File: src/rtl/timer_core.sv
// Kitchen-timer countdown engine: BCD MM:SS set/run/pause/alarm control with
// button edge detection and registered digit codes for the display mux.
module timer_core #(
    parameter int TICK_DIV   = 100_000_000,
    parameter int BLINK_DIV  = 50_000_000,
    parameter int ALARM_SECS = 10
) (
    input  logic       sclk,
    input  logic       reset,
    input  logic       btn_start,
    input  logic       btn_min,
    input  logic       btn_sec,
    input  logic       btn_clear,
    output logic [3:0] dleft,
    output logic [3:0] dmidleft,
    output logic [3:0] dmidright,
    output logic [3:0] dright,
    output logic       running,
    output logic       alarm
);
    typedef enum logic [1:0] {ST_SET, ST_RUN, ST_PAUSE, ST_ALARM} state_t;

    localparam logic [31:0] TICK_LAST  = 32'(TICK_DIV - 1);
    localparam logic [31:0] BLINK_LAST = 32'(BLINK_DIV - 1);
    localparam logic [31:0] ALARM_LAST = 32'(ALARM_SECS - 1);

    state_t      state_q, state_d;
    logic [3:0]  mt_q, mt_d, mo_q, mo_d, st_q, st_d, so_q, so_d;
    logic [31:0] presc_q, presc_d, blink_q, blink_d, asec_q, asec_d;
    logic        blank_q, blank_d;
    logic [3:0]  btn_q, btn_d;
    logic        armed_q, armed_d;
    logic [15:0] disp_q, disp_d;
    logic        running_q, running_d, alarm_q, alarm_d;

    logic [3:0]  btn_now, ev;
    logic        ev_clear, ev_start, ev_min, ev_sec;
    logic [3:0]  dmt, dmo, dst, dso;
    logic        dec_zero;
    logic        time_zero;

    // armed_q masks the first cycle after reset so a button held through reset never fires
    assign btn_now = {btn_clear, btn_start, btn_min, btn_sec};
    assign ev      = armed_q ? (btn_now & ~btn_q) : 4'b0000;
    assign {ev_clear, ev_start, ev_min, ev_sec} = ev;
    assign time_zero = ({mt_q, mo_q, st_q, so_q} == 16'h0000);

    always_comb begin
        dmt = mt_q;
        dmo = mo_q;
        dst = st_q;
        dso = so_q;
        if (so_q != 4'd0) begin
            dso = so_q - 4'd1;
        end else begin
            dso = 4'd9;
            if (st_q != 4'd0) begin
                dst = st_q - 4'd1;
            end else begin
                dst = 4'd5;
                if (mo_q != 4'd0) begin
                    dmo = mo_q - 4'd1;
                end else begin
                    dmo = 4'd9;
                    dmt = mt_q - 4'd1;
                end
            end
        end
    end

    assign dec_zero = ({dmt, dmo, dst, dso} == 16'h0000);

    always_comb begin
        state_d = state_q;
        mt_d    = mt_q;
        mo_d    = mo_q;
        st_d    = st_q;
        so_d    = so_q;
        presc_d = presc_q;
        blink_d = blink_q;
        asec_d  = asec_q;
        blank_d = blank_q;
        btn_d   = btn_now;
        armed_d = 1'b1;

        if (ev_clear) begin
            state_d = ST_SET;
            {mt_d, mo_d, st_d, so_d} = 16'h0000;
            presc_d = '0;
            blink_d = '0;
            asec_d  = '0;
            blank_d = 1'b0;
        end else begin
            case (state_q)
                ST_SET: begin
                    if (ev_start) begin
                        if (!time_zero) begin
                            state_d = ST_RUN;
                            presc_d = '0;
                        end
                    end else begin
                        if (ev_min) begin
                            if (mo_q == 4'd9) begin
                                mo_d = 4'd0;
                                mt_d = (mt_q == 4'd9) ? 4'd0 : mt_q + 4'd1;
                            end else begin
                                mo_d = mo_q + 4'd1;
                            end
                        end
                        if (ev_sec) begin
                            if (so_q == 4'd9) begin
                                so_d = 4'd0;
                                st_d = (st_q == 4'd5) ? 4'd0 : st_q + 4'd1;
                            end else begin
                                so_d = so_q + 4'd1;
                            end
                        end
                    end
                end
                ST_RUN: begin
                    if (ev_start) begin
                        state_d = ST_PAUSE;
                    end else if (presc_q == TICK_LAST) begin
                        presc_d = '0;
                        {mt_d, mo_d, st_d, so_d} = {dmt, dmo, dst, dso};
                        if (dec_zero) begin
                            state_d = ST_ALARM;
                            blink_d = '0;
                            asec_d  = '0;
                            blank_d = 1'b0;
                        end
                    end else begin
                        presc_d = presc_q + 32'd1;
                    end
                end
                ST_PAUSE: begin
                    if (ev_start) begin
                        state_d = ST_RUN;
                    end
                end
                ST_ALARM: begin
                    if (ev_start) begin
                        state_d = ST_SET;
                        blink_d = '0;
                        asec_d  = '0;
                        blank_d = 1'b0;
                    end else if (blink_q == BLINK_LAST) begin
                        blink_d = '0;
                        blank_d = ~blank_q;
                        // a blank->lit transition closes one full blink period, i.e. one alarm second
                        if (blank_q) begin
                            if (asec_q == ALARM_LAST) begin
                                state_d = ST_SET;
                                asec_d  = '0;
                                blank_d = 1'b0;
                            end else begin
                                asec_d = asec_q + 32'd1;
                            end
                        end
                    end else begin
                        blink_d = blink_q + 32'd1;
                    end
                end
                default: state_d = ST_SET;
            endcase
        end

        disp_d    = (state_d == ST_ALARM && blank_d) ? 16'hFFFF : {mt_d, mo_d, st_d, so_d};
        running_d = (state_d == ST_RUN);
        alarm_d   = (state_d == ST_ALARM);
    end

    always_ff @(posedge sclk) begin
        if (reset) begin
            state_q   <= ST_SET;
            mt_q      <= 4'd0;
            mo_q      <= 4'd0;
            st_q      <= 4'd0;
            so_q      <= 4'd0;
            presc_q   <= '0;
            blink_q   <= '0;
            asec_q    <= '0;
            blank_q   <= 1'b0;
            btn_q     <= 4'b0000;
            armed_q   <= 1'b0;
            disp_q    <= 16'h0000;
            running_q <= 1'b0;
            alarm_q   <= 1'b0;
        end else begin
            state_q   <= state_d;
            mt_q      <= mt_d;
            mo_q      <= mo_d;
            st_q      <= st_d;
            so_q      <= so_d;
            presc_q   <= presc_d;
            blink_q   <= blink_d;
            asec_q    <= asec_d;
            blank_q   <= blank_d;
            btn_q     <= btn_d;
            armed_q   <= armed_d;
            disp_q    <= disp_d;
            running_q <= running_d;
            alarm_q   <= alarm_d;
        end
    end

    assign {dleft, dmidleft, dmidright, dright} = disp_q;
    assign running = running_q;
    assign alarm   = alarm_q;
endmodule

File: config.mk
export PLATFORM = sky130hd
export DESIGN_NAME = timer_core
export DESIGN_NICKNAME = d
export VERILOG_FILES = /design/src/rtl/timer_core.sv
export SDC_FILE = /design/constraint.sdc
export NUM_CORES = 1
export LEC_CHECK = 0
export ABC_CLOCK_PERIOD_IN_PS = 8000
export BUFFER_PORTS_ARGS = -buffer_cell sky130_fd_sc_hd__buf_2
export CORE_MARGIN = 2
export CORE_UTILIZATION = 45
export CTS_CLUSTER_SIZE = 16
export DETAILED_ROUTE_END_ITERATION = 10
export GPL_TIMING_DRIVEN = 0
export SETUP_SLACK_MARGIN = 0.15
export SYNTH_ARGS = -nofsm -noshare
export SYNTH_HDL_FRONTEND = slang
export SYNTH_SLANG_ARGS = --single-unit
File: constraint.sdc
create_clock -name sclk -period 8 [get_ports sclk]
set_input_delay 1.2 -clock sclk [delete_from_list [all_inputs] [get_ports sclk]]
set_output_delay 1.2 -clock sclk [all_outputs]
set_load 0.05 [all_outputs]
**Yosys cells after proc, flatten, opt, wreduce, memory -nomap -nowiden**

Index checks and enable logic that the tools add are counted.

- $add $sub $neg: 11
- Multiply operators: 0
- Divide/modulo/power cells: 0
- Magnitude comparators: 0
- Eq/ne operators: 19
- Shifts and indexed selects: 0
- Muxes and demuxes: 79
- Bitwise gates (word level): 3
- Reductions and logical operators: 13

Operator list:

| operator | count |
|---|---|
| $mux 32 | 13 |
| $pmux 32 s2 | 3 |
| $mux 4 | 36 |
| $add 32x1->32 const B | 3 |
| $eq 32x26->1 const B | 1 |
| $eq 32x27->1 const B | 1 |
| $eq 32x4->1 const B | 1 |
| $logic_not 16->1 | 2 |
| $pmux 4 s2 | 4 |
| $mux 2 | 11 |
| $add 4x1->4 const B | 4 |
| $mux 16 | 1 |
| $sub 4x1->4 const B | 4 |
| $eq 4x4->1 const B | 3 |
| $reduce_bool 4->1 | 3 |
| $ne 2x2->1 const B | 5 |
| $mux 1 | 9 |
| $pmux 2 s4 | 1 |
| $reduce_and 4->1 | 2 |
| $eq 2x2->1 const B | 3 |
| $ne 3x3->1 const B | 2 |
| $reduce_and 6->1 | 1 |
| $and 4x4->4 | 1 |
| $eq 2x1->1 const B | 2 |
| other kinds (8) | 9 |

- Register bits after elaboration: 138
- Bits in latches: 0
- Bits in writable memories: 0
- ROM bits: 0
- Bits of input ports: 6
- Output and inout bits: 18
- Logic and storage cells: 139
- Memories: 0

**Longest topological paths before layout**

- Depth after elaboration: 13
- Mapped depth: 12
- Gate-level depth less buffers: 9

**Worst setup path after synthesis**

OpenSTA, ideal clock, no wires.

- Kind: input to register
- Start: in btn_start
- End: reg blink_q[10]
- Library setup time: 70 ps
- Arrival time: 3344 ps
- Data required time: 7930 ps
- Setup slack: 4586 ps
- Stages on the path: 8
- Path buffers: 2
- Cells stage by stage: nor2b_1 -> and2_1 -> clkbuf_1 -> or4_1 -> o41a_1 -> buf_2 -> or4_1 -> a21oi_1

- Longest elaborated chain between the ends: 4
- Elaborated cells between the ends (all ways): 6
- Classes of those cells: eq/ne (1); mux (3); bitwise (1); reduce/logical (1)

RTL lines:

| element | line | RTL |
|---|---|---|
| from (decl) | 10 | `input logic btn_start,` |
| $and 4x4->4 * | 44 | `assign ev = armed_q ? (btn_now & ~btn_q) : 4'b0000;` |
| $mux 4 * | 44 |  |
| $ne 2x2->1 (no source line) / $mux 32 (equally long branches) | n/a |  |
| $reduce_and 4->1 (no source line) / $pmux 32 s2 (equally long branches) | n/a |  |
| to (signal assigned) | 196 | `blink_q <= blink_d;` |
| to (decl) | 29 | `logic [31:0] presc_q, presc_d, blink_q, blink_d, asec_q, asec_d;` |

Mark *: on every way between the ends. The rest lies on a longest branch, timed or not.
A chain may end at the register's enable or synchronous reset.

**Final worst setup path**

- Start: reg so_q[1]
- End: reg disp_q[2]

- Longest elaborated chain between the ends: 11
- Elaborated cells between the ends (all ways): 32
- Classes of those cells: add/sub (2); eq/ne (2); mux (24); reduce/logical (4)

RTL lines:

| element | line | RTL |
|---|---|---|
| from (decl) | 28 | `logic [3:0] mt_q, mt_d, mo_q, mo_d, st_q, st_d, so_q, so_d;` |
| from (signal assigned) | 179 | `so_q <= 4'd0;` |
| from (signal assigned) | 194 | `so_q <= so_d;` |
| $sub 4x1->4 / $reduce_bool 4->1 (equally long branches) | 54, 53 |  |
| $mux 4 | 53 | `if (so_q != 4'd0) begin` |
| $logic_not 16->1 | 71 | `assign dec_zero = ({dmt, dmo, dst, dso} == 16'h0000);` |
| $mux 2 | 126 | `if (dec_zero) begin` |
| $mux 2 | 123 | `end else if (presc_q == TICK_LAST) begin` |
| $mux 2 | 121 | `if (ev_start) begin` |
| $pmux 2 s4 | 94 | `case (state_q)` |
| $mux 2 | 86 | `if (ev_clear) begin` |
| $eq 2x2->1 | 168 | `disp_d = (state_d == ST_ALARM && blank_d) ? 16'hFFFF : {mt_d, mo_d, st_d, so_d};` |
| $logic_and 1x1->1 | 168 |  |
| $mux 16 * | 168 |  |
| to (signal assigned) | 201 | `disp_q <= disp_d;` |
| to (decl) | 33 | `logic [15:0] disp_q, disp_d;` |

Marked as above.

==> implementation parameters <==
Parameter                              Value

Status
  Result of the run    complete, no violations

Yosys
  Top post-synthesis cells by area    sky130_fd_sc_hd__dfxtp_1 35%, sky130_fd_sc_hd__a21oi_1 5.6%, sky130_fd_sc_hd__nand3_1 4.4%
  Ranking of synthesized cells by instance count    138 x sky130_fd_sc_hd__dfxtp_1, 88 x sky130_fd_sc_hd__a21oi_1, 79 x sky130_fd_sc_hd__nand2_1, 71 x sky130_fd_sc_hd__nor2_1, 70 x sky130_fd_sc_hd__nand3_1
  Post-Synth Adder-Cell Area    2.69%
  Post-synthesis net count    about 1,000
  Main combinational cell family by area after synthesis    simple AND/OR/NAND/NOR gates
  Synth top area share    35.0%
  Mean area per synthesized cell    7.84 sq um
  Number of synthesized flops with an enable pin    0
  Share of cell area taken by muxes after synthesis    3.44%
  Share of the yosys chip area belonging to registers    between 30% and 40%
  Share of flip-flops with an asynchronous set or reset after synthesis    0%
  Cell taking the most area after synthesis    sky130_fd_sc_hd__dfxtp_1
  Xor and xnor area share after synthesis    2.44%
  Gate Count Post-Synth    a little over 1,000
  Synthesis warning total    0
  Most instantiated library cell after synthesis    sky130_fd_sc_hd__dfxtp_1
  Synth cell types    67
  Synthesis-stage register bit count    138
  Synthesized-area fraction occupied by ao, oa, aoi and oai cells    18.7%
  Simple-Gate Fraction of Synth Area    33.6%
  Combined area of all synthesized cells    ~7900 sq um
  Main flop type after synthesis    sky130_fd_sc_hd__dfxtp_1

Route
  Per-cell routed wire length    17.4 um
  Detailed-routing iteration count for the pre-antenna-repair pass    5
  Number of vias after detailed routing    7,679
  Number of vias per cell    5.97
  Remaining number of nets flagged by the antenna check after routing    0
  Drt first-iter violations    713
  DRC viols    0
  Final wirelength    around 22 mm

Worst setup path
  Worst Reg-to-Reg Cells    11
  Worst flop-to-flop path endpoint    disp_q[2]$_SDFF_PP0_
  Startpoint of the worst-slack reg-to-reg timing path    so_q[1]$_SDFF_PP0_
  CP Data Arrival Time    4.56 ns
  Highest net fanout along the worst path    10
  Req. time, crit path    8.25 ns
  Startpoint-to-endpoint class of the critical path    flop to flop
  Setup slack of the worst register-to-register path    3.69 ns
  Worst setup SP type    flop
  Crit. End Element    flop

Floorplanning
  Core Footprint    17,200 sq um
  Floorplan die height    ~140 um
  Total die area    18,600 sq um
  Starting density of the core    45.8%
  Top-level port count    24
  Horizontal die dimension    136 um
  Standard-cell row count    48

STA
  Total negative setup slack    0 ns
  Hold violation count in the final report    0
  Headroom to the max-slew limit    19.4%
  Number of setup violations in the final report    0
  Minimum clock period    4.31 ns
  Final Cycle Share    53.9%
  Clock skew    0.00832 ns
  Setup repair after global routing missed its margin    no
  Final number of max-transition violations    0
  Achievable frequency    0.232 GHz
  Actual transition at the worst max-transition pin    1.20 ns

Global route
  Number of global-route vias before repair    7,060
  Residual overflow from global routing    0
  Grt met2 use    39.7%
  GRT met3 Usage    4.81%
  Maximum number of pins on one net before global-route repair    17
  Overall track demand over capacity in global routing    24.7%
  Global-route layer with the greatest usage    met2
  Met1 routing resource usage after global routing    between 30% and 40%
  Initial antenna violation count    0
  First-pass GRT wire length    about 36 mm

Worst hold path
  Cell depth of the worst hold path    2
  Start point of the worst hold path    blink_q[4]$_SDFFE_PP0P_
  Hold-critical path endpoint    blink_q[4]$_SDFFE_PP0P_
  Class of the most critical hold timing path    flop to flop

Layout
  Area of all sequential standard cells    about 2800 sq um
  Count of nets after finishing    1,072
  Area occupied by multi-input gates    4810 sq um
  # fillers    between 1,500 and 2,000
  Number of antenna repair diodes    0
  Share of final-layout standard cells stronger than drive strength 1    under 10%
  Area Overhead vs Synth    12.7%

Placement
  Weighted congestion reported at the end of routability-driven placement    0.917
  HPWL Detailed    15.3 mm
  Port-buffer cells    23

Flow run
  Max capacitance violation total    0

Clock network
  Total of hold buffers inserted after clock tree synthesis    0
  Clock input transition at the sequential cells of the worst setup and hold paths    0.06 ns
  Number of buffers created by CTS    17
  Clock root buffer    sky130_fd_sc_hd__clkbuf_16
  Setup fix buffers added after clock tree synthesis    0
  CTS tree    yes
  Clock sink total    roughly 140
  Number of H-tree branching levels    4
  Source-to-sink clock delay at the later pin of the worst-skew pair    0.43 ns
  Post-cts resize count    0
  Max Buffers Root-to-Sink    2

Power
  Static leakage    2.90 nW
  Power density relative to cell area    195 nW/um^2
  Power, Total    0.00174 W
  Worst IR drop on VDD    0.169 mV
-- registers in the layout, indices dropped and copies added, names as in the netlist --
name	flops
alarm	1
armed_q	1
asec_q	32
blank_q	1
blink_q	32
btn_q	4
disp_q	16
mo_q	4
mt_q	4
presc_q	32
running	1
so_q	4
st_q	4
state_q	2
-- how the worst max path moves through the flow --
stage,startpoint,cells after the start,to
3_5_place_dp,btn_start,9,disp_q[6]$_SDFF_PP0_
2_1_floorplan,btn_start,8,blink_q[10]$_SDFFE_PP0P_
6_report,so_q[1]$_SDFF_PP0_,11,disp_q[2]$_SDFF_PP0_
3_3_place_gp,btn_start,9,disp_q[6]$_SDFF_PP0_
5_1_grt,so_q[1]$_SDFF_PP0_,11,disp_q[2]$_SDFF_PP0_
4_1_cts,so_q[1]$_SDFF_PP0_,11,disp_q[2]$_SDFF_PP0_
-- routing by layer --
| metal | wire length (um) | up-vias |
|---|---|---|
| met3 | 1080 | 26 |
| met4 | 310 | 0 |
| met1 | 10700 | 3622 |
| li1 | - | 3835 |
| met5 | 0 | - |
| met2 | 10300 | 196 |
-- cell type report --
class / instances / share of cell area [%]
Multi-Input combinational cell: 784 / 54.1
Sequential cell: 138 / 31.1
Clock buffer: 21 / 5.18
Tap cell: 225 / 3.16
Buffer: 61 / 2.62
Clock inverter: 11 / 1.62
Timing Repair Buffer: 23 / 1.29
Inverter: 24 / 1.01
-- worst max-delay path, stage by stage, from the launching register on --
cell and delay, ns:
sky130_fd_sc_hd__dfxtp_1 0.39, sky130_fd_sc_hd__inv_1 0.13, sky130_fd_sc_hd__ha_1 0.32, sky130_fd_sc_hd__or3b_1 0.37, sky130_fd_sc_hd__clkbuf_1 0.19, sky130_fd_sc_hd__or2_2 0.36, sky130_fd_sc_hd__a211oi_1 0.47, sky130_fd_sc_hd__and3_1 0.26
sky130_fd_sc_hd__nand4_1 0.32, sky130_fd_sc_hd__nand3_1 0.46, sky130_fd_sc_hd__clkbuf_1 0.60, sky130_fd_sc_hd__o22ai_1 0.24
-- kinds of logic (layout without fill, tap and decap cells) --
| logic type | Yosys count | in the layout |
|---|---|---|
| compound gates | 240 | 240 |
| xor+xnor | 22 | 22 |
| fa+ha+maj | 17 | 17 |
| buf+inv | 85 | 140 |
| flops | 138 | 138 |
| mux | 27 | 27 |
| simple gates | 478 | 478 |
-- power by group --
part           switching [W]  internal (W)
clock network       0.000316      0.000506
registers          0.0000108      0.000701
logic               0.000140     0.0000640
-- cells in the final DEF (no fill, tap or decap), types with 4 or more instances in the layout --
cell / count
sky130_fd_sc_hd__nand3b_1: 27
sky130_fd_sc_hd__and3_1: 22
sky130_fd_sc_hd__xor2_1: 7
sky130_fd_sc_hd__mux2i_1: 26
sky130_fd_sc_hd__inv_1: 24
sky130_fd_sc_hd__and2_1: 16
sky130_fd_sc_hd__and4_1: 7
sky130_fd_sc_hd__ha_1: 17
sky130_fd_sc_hd__nor4_1: 25
sky130_fd_sc_hd__buf_1: 5
sky130_fd_sc_hd__nor2b_1: 7
sky130_fd_sc_hd__nor2_1: 71
sky130_fd_sc_hd__clkinvlp_4: 4
sky130_fd_sc_hd__a31oi_1: 11
sky130_fd_sc_hd__xnor2_1: 15
sky130_fd_sc_hd__or2_2: 7
sky130_fd_sc_hd__a211oi_1: 7
sky130_fd_sc_hd__o21ai_0: 53
sky130_fd_sc_hd__and3b_1: 6
sky130_fd_sc_hd__nand3_1: 70
sky130_fd_sc_hd__nand2_1: 79
sky130_fd_sc_hd__nor3_1: 24
sky130_fd_sc_hd__clkbuf_16: 17
sky130_fd_sc_hd__nand4_1: 30
sky130_fd_sc_hd__o31ai_1: 13
sky130_fd_sc_hd__dfxtp_1: 138
sky130_fd_sc_hd__o21a_1: 6
sky130_fd_sc_hd__nand2b_1: 8
sky130_fd_sc_hd__or4_1: 24
sky130_fd_sc_hd__o22ai_1: 6
sky130_fd_sc_hd__a21oi_1: 88
sky130_fd_sc_hd__buf_2: 25
sky130_fd_sc_hd__nor3b_1: 5
sky130_fd_sc_hd__nor4b_1: 7
sky130_fd_sc_hd__a311oi_1: 9
sky130_fd_sc_hd__o21bai_1: 14
sky130_fd_sc_hd__or3_1: 31
sky130_fd_sc_hd__clkbuf_1: 55
-- per-stage QoR --
step	hold WS [ns]	worst slack [ns]	cells	util [%]	area [sq um]
after global routing	0.498	3.43	1287	51.6	8900
final	0.490	3.69	1287	51.6	8900
after floorplan	0.452	4.59	1007	-	7900
after CTS	0.485	3.85	1287	51.6	8900
after detailed placement	0.476	3.60	1255	48.1	8290
after global placement	0.471	3.52	1255	48.1	8290
Power figures use the tool's default switching activity.
